$ cat src/rtl/fifo_reader.sv
// ----------------------------------------------------------------------------
// fifo_reader
//
// Burst-mode consumer for the 32-entry push/pull FIFO. It watches the FIFO's
// empty flag and first-word-fall-through head word, pops words with pull,
// stages them in a 2-entry output buffer and presents them on a valid/ready
// stream. One burst of burst_len words is transferred per start command.
// Per-burst progress (words_sent) and an XOR checksum of every word handed
// downstream are reported alongside.
//
// Parameters:
//   BUSW      data width, equal to the FIFO bus width
//   MAXBURST  largest legal burst length
//   CNTW      counter width, wide enough to hold MAXBURST
//
// Ports:
//   clk         single clock, rising edge
//   rst         asynchronous active-high reset
//   start       one-cycle burst command, only honoured while idle
//   burst_len   words in the burst, sampled together with start
//   empty       FIFO empty flag
//   dataout     FIFO head word, valid whenever empty is low
//   pull        pop request to the FIFO (combinational)
//   out_valid   output buffer head is valid
//   out_ready   downstream accepts the head word
//   out_data    output buffer head word
//   out_last    head word is the final word of the burst
//   busy        a burst is in progress (state is not IDLE)
//   done        one-cycle pulse when a burst completes
//   words_sent  handshakes completed in the current or most recent burst
//   checksum    XOR of words handed off in the current or most recent burst
// ----------------------------------------------------------------------------
module fifo_reader #(
   parameter int BUSW     = 32,
   parameter int MAXBURST = 256,
   parameter int CNTW     = $clog2(MAXBURST + 1)
) (
   input  logic            clk,
   input  logic            rst,
   input  logic            start,
   input  logic [CNTW-1:0] burst_len,
   input  logic            empty,
   input  logic [BUSW-1:0] dataout,
   output logic            pull,
   output logic            out_valid,
   input  logic            out_ready,
   output logic [BUSW-1:0] out_data,
   output logic            out_last,
   output logic            busy,
   output logic            done,
   output logic [CNTW-1:0] words_sent,
   output logic [BUSW-1:0] checksum
);

   typedef enum logic [1:0] {
      S_IDLE = 2'd0,
      S_RUN  = 2'd1,
      S_DONE = 2'd2
   } state_t;

   state_t          state;
   state_t          state_next;

   // Burst bookkeeping: requested length and number of words popped so far.
   logic [CNTW-1:0] len;
   logic [CNTW-1:0] fetched;

   // Two-entry output buffer, managed as a tiny circular FIFO.
   logic [BUSW-1:0] buf_mem [2];
   logic            wr_ptr;
   logic            rd_ptr;
   logic [1:0]      buf_count;

   logic            accept;
   logic            handshake;
   logic            final_hs;

   // The buffer head drives the stream directly, so a word popped from the
   // FIFO on one edge is visible downstream in the very next cycle.
   assign out_valid = (buf_count != 2'd0);
   assign out_data  = buf_mem[rd_ptr];
   assign handshake = out_valid && out_ready;

   // The last word is identified by how many words have already left, not by
   // how many were fetched, so it stays correct while the buffer is stalled.
   assign out_last  = out_valid && (words_sent == len - CNTW'(1));
   assign final_hs  = handshake && out_last;

   // State register. Reset is asynchronous so a mid-burst reset abandons the
   // burst immediately rather than waiting for the next clock edge.
   always_ff @(posedge clk or posedge rst) begin
      if (rst) begin
         state <= S_IDLE;
      end else begin
         state <= state_next;
      end
   end

   // Next-state and control outputs. pull looks only at empty, the current
   // buffer occupancy and the fetch count: it deliberately ignores a pop that
   // may happen in the same cycle, so pull never depends on out_ready and the
   // FIFO sees a request that changes only through its own registered flags.
   always_comb begin
      state_next = state;
      accept     = 1'b0;
      pull       = 1'b0;
      busy       = 1'b1;
      done       = 1'b0;
      case (state)
         S_IDLE: begin
            busy = 1'b0;
            if (start) begin
               accept = 1'b1;
               if (burst_len != '0) begin
                  state_next = S_RUN;
               end else begin
                  state_next = S_DONE;
               end
            end
         end
         S_RUN: begin
            pull = !empty && (buf_count < 2'd2) && (fetched < len);
            if (final_hs) begin
               state_next = S_DONE;
            end
         end
         S_DONE: begin
            done       = 1'b1;
            state_next = S_IDLE;
         end
         default: begin
            busy       = 1'b0;
            state_next = S_IDLE;
         end
      endcase
   end

   // Burst counters. An accepted start clears the progress counters and
   // latches the new length; between bursts words_sent and checksum hold so
   // software can read the result of the most recent burst at leisure.
   always_ff @(posedge clk or posedge rst) begin
      if (rst) begin
         len        <= '0;
         fetched    <= '0;
         words_sent <= '0;
         checksum   <= '0;
      end else if (accept) begin
         len        <= burst_len;
         fetched    <= '0;
         words_sent <= '0;
         checksum   <= '0;
      end else begin
         if (pull) begin
            fetched <= fetched + CNTW'(1);
         end
         if (handshake) begin
            words_sent <= words_sent + CNTW'(1);
            checksum   <= checksum ^ out_data;
         end
      end
   end

   // Buffer pointers and occupancy. A simultaneous write and pop touch
   // different slots (the pointers differ whenever the buffer is non-empty
   // and not full), so ordering is preserved and the count stays put.
   always_ff @(posedge clk or posedge rst) begin
      if (rst) begin
         wr_ptr    <= 1'b0;
         rd_ptr    <= 1'b0;
         buf_count <= 2'd0;
      end else begin
         if (pull) begin
            wr_ptr <= ~wr_ptr;
         end
         if (handshake) begin
            rd_ptr <= ~rd_ptr;
         end
         case ({pull, handshake})
            2'b10:   buf_count <= buf_count + 2'd1;
            2'b01:   buf_count <= buf_count - 2'd1;
            default: buf_count <= buf_count;
         endcase
      end
   end

   // Buffer storage has no reset: the contents are only observed while
   // buf_count says the slot is occupied, and reset empties the buffer.
   always_ff @(posedge clk) begin
      if (pull) begin
         buf_mem[wr_ptr] <= dataout;
      end
   end

endmodule

$ cat config.mk
export PLATFORM = sky130hd
export DESIGN_NAME = fifo_reader
export DESIGN_NICKNAME = d
export VERILOG_FILES = /design/src/rtl/fifo_reader.sv
export SDC_FILE = /design/constraint.sdc
export NUM_CORES = 1
export LEC_CHECK = 0
export CAP_MARGIN = 20
export CORE_UTILIZATION = 55
export CTS_CLUSTER_DIAMETER = 30
export DETAILED_ROUTE_END_ITERATION = 10
export PLACE_DENSITY = 0.95
export SLEW_MARGIN = 20
export SYNTH_ARGS = -nofsm -noshare
export SYNTH_HDL_FRONTEND = slang
export SYNTH_SLANG_ARGS = --single-unit
$ cat constraint.sdc
create_clock -name clk -period 5.79 [get_ports clk]
set_input_delay 0.8685 -clock clk [delete_from_list [all_inputs] [get_ports clk]]
set_output_delay 0.8685 -clock clk [all_outputs]
set_load 0.01 [all_outputs]
==> results.json <==
{
  "status": "completed",
  "max_freq_ghz": 0.252,
  "clk_latency_ns": 0.51,
  "drt-total-wl_um": 13700,
  "switching_share_pct": 34.9,
  "final_layout_size_suffix_gt1_share_pct": 12.8,
  "hold_buffers": 0,
  "dieArea_um2": 11100,
  "hpwl_um": 9320,
  "ctsResizeCount": 0,
  "worstPathArrival_ns": 3.10,
  "finalSetupTns_ns": 0,
  "grt_pass1_wl_um": 22000,
  "rsz0062_at_grt": "no",
  "synth_area_um2": 5890,
  "fillCellCount": 658,
  "intPower_mw": 2.56,
  "place.gp.congestion": 0.897,
  "postLayoutCoreUtil_pct": 75.6,
  "area_delta_synth_final_pct": 33.2,
  "cts-root-buf": "clkbuf_8",
  "synth.top_cell.area_share_pct": 32.6,
  "final-hold-violation-count": 0,
  "drtIter0Drc": 190,
  "finalNonFillerCells": 754,
  "boundaryPins": 124,
  "die_y_um": 105,
  "core_area_um2": 10400,
  "synth_edf_count": 64,
  "synthArstFlopShare_pct": 50.4,
  "clock_power_share_pct": 27.5,
  "track_usage_pct": 26.2,
  "cts_made_buffers": 17,
  "worstMarginPinSlew_ns": 0.933,
  "relSlewSlack_pct": 37.7,
  "path_max_fanout": 8,
  "synthTopCellsByArea": "edfxtp_1 (33%), dfrtp_1 (28%), xor2_1 (6.5%)",
  "synthFlopType": "dfrtp_1",
  "nNetsFinal": 666,
  "critPathMaxStageDelay_ns": 0.62,
  "grt_pass1_vias": 4495,
  "synthesis.nets": 540,
  "drcViolationCount": 0,
  "num_rows": 37,
  "seqPwrFrac_pct": 34.6,
  "ant_nets": 0,
  "fin_crit_ns": 3.96,
  "h-tree-depth": 4,
  "vias": 4187,
  "hold_class": "reg -> reg",
  "start_kind": "flop",
  "syn_area_per_cell_um2": 12.3,
  "synth_top_area_cell": "edfxtp_1",
  "crit_family": "buffers and inverters",
  "ys_types": 46,
  "io_buffers": 123,
  "drv_cap": 0,
  "seq_area_um2": 3550,
  "cts_tree": "yes",
  "syn_inst": 479,
  "fin_crit_sh_pct": 68.5,
  "antenna_found_initial": 0,
  "wl_per_cell_um": 18.2,
  "net-switching-power_mw": 1.37,
  "post-cts-setup-buffers": 0,
  "grt_max_degree": 66,
  "multi_input_area_um2": 2200,
  "synth-seq-area-share_pct": 60.3,
  "die_w_um": 105,
  "clk_pin_slew_ns": 0.06,
  "fin_ws_ns": 1.83,
  "final_common_cell": "clkdlybuf4s50_1",
  "slew_violations": 0,
  "slowest_stage": "clkdlybuf4s50_1",
  "worstPathCellList": "inv_1 > ha_1 > xnor2_1 > a21oi_1 > o21ai_0 > nand2_1 > nand4b_1 > nor4b_1 > clkdlybuf4s50_1",
  "cp.required_ns": 4.92,
  "irDropWorstVdd_v": 0.000279,
  "clock_sinks": 129,
  "antenna_cells": 0,
  "setup.worst_path.end_class": "output port",
  "finClkSkew_ns": 0.00989,
  "gr-total-overflow": 0,
  "power.leakage_nw": 3.12,
  "dp_slack_ns": 1.85,
  "crit_type": "reg -> out",
  "ys.warnings.count": 0,
  "via_per_inst": 5.55,
  "placed_cells": 722,
  "path_buf_inv": 2,
  "combPwrFrac_pct": 37.9,
  "drtPass1Iterations": 4,
  "setup_viol": 0,
  "cts_buffer_depth": 2,
  "power.density_nw_per_um2": 501,
  "layout_common_cells": "clkdlybuf4s50_1 (123), dfrtp_1 (65), edfxtp_1 (64)",
  "synth_seq_cells": 129,
  "initial_core_util_pct": 56.8
}
-- power groups by stage --
stage                     clock network, mW  registers [mW]  logic [mW]
after floorplan                           0            1.36       0.861
after global placement                    0            1.36        1.40
after detailed placement                  0            1.38        1.47
after CTS                              1.09            1.36        1.50
after global routing                   1.14            1.38        1.62
final                                  1.08            1.36        1.49
-- area by class of cell --
class / instances / share of cell area [%]
clock inverters: 14 / 2.30
multi-input cells: 314 / 28.1
inverters: 16 / 0.766
well taps: 136 / 2.17
clock buffers: 18 / 5.33
flip-flops and latches: 129 / 45.3
repair buffers: 127 / 16.1
-- cells by family (layout without fill, tap and decap cells) --
kind of cell | after synthesis | count (layout) | synth area share [%]
compound gates | 46 | 46 | 5.93
xor+xnor | 56 | 56 | 8.33
fa+ha+maj | 15 | 15 | 3.19
buf+inv | 36 | 175 | 2.49
flops | 129 | 129 | 60.3
mux | 41 | 41 | 7.65
simple gates | 156 | 156 | 12.2
-- stage by stage --
stage	area, µm²	total power [mW]	hold WS [ns]
detailed placement	7240	2.85	0.513
finish	7840	3.93	0.516
global placement	7240	2.75	0.501
floorplan	5890	2.22	0.455
global route	7840	4.14	0.554
CTS	7840	3.95	0.521
-- synth_stat cells, types with 3 or more instances --
cell type  number
inv_1          16
nand3_1        10
a211oi_2        3
nor3_1          3
dfrtp_1        65
mux2_2         32
o21ai_0        15
xor2_1         44
nand2_1        62
a21oi_1        10
ha_1           15
clkbuf_1       10
nor2_1         49
nand4_1         7
nand2b_1        8
mux2i_1         9
buf_2           9
edfxtp_1       64
and2_1          4
xnor2_1        12
-- final timing paths --
| path | start | to | slack (ns) | depth (start not counted) |
|---|---|---|---|---|
| worst max-delay path | len[0] | out_last | 1.83 | 9 |
| worst min-delay path | buf_count[0] | buf_count[0] | 0.52 | 1 |
| worst max register to register | len[5] | buf_mem[0][28] | 2.60 | 7 |
| worst min register to register | buf_count[0] | buf_count[0] | 0.52 | 1 |
| max in group asynchronous | rst | checksum[22] | 4.30 | 3 |
| min in group asynchronous | rst | checksum[12] | 0.92 | 3 |
-- sequential cells by signal, indices dropped and copies added, names as in the netlist, 2 cells and up --
signal,cells
buf_count,2
buf_mem,64
checksum,32
fetched,9
len,9
state,2
words_sent,9
-- routing by layer --
metal  GRT usage (%)  part of all wire [%]
met5               0                     0
met2            44.9                    51
met1            29.5                    38
met3            8.53                   7.8
met4            12.5                   3.4
No activity file was read; power rests on OpenSTA's default activity.
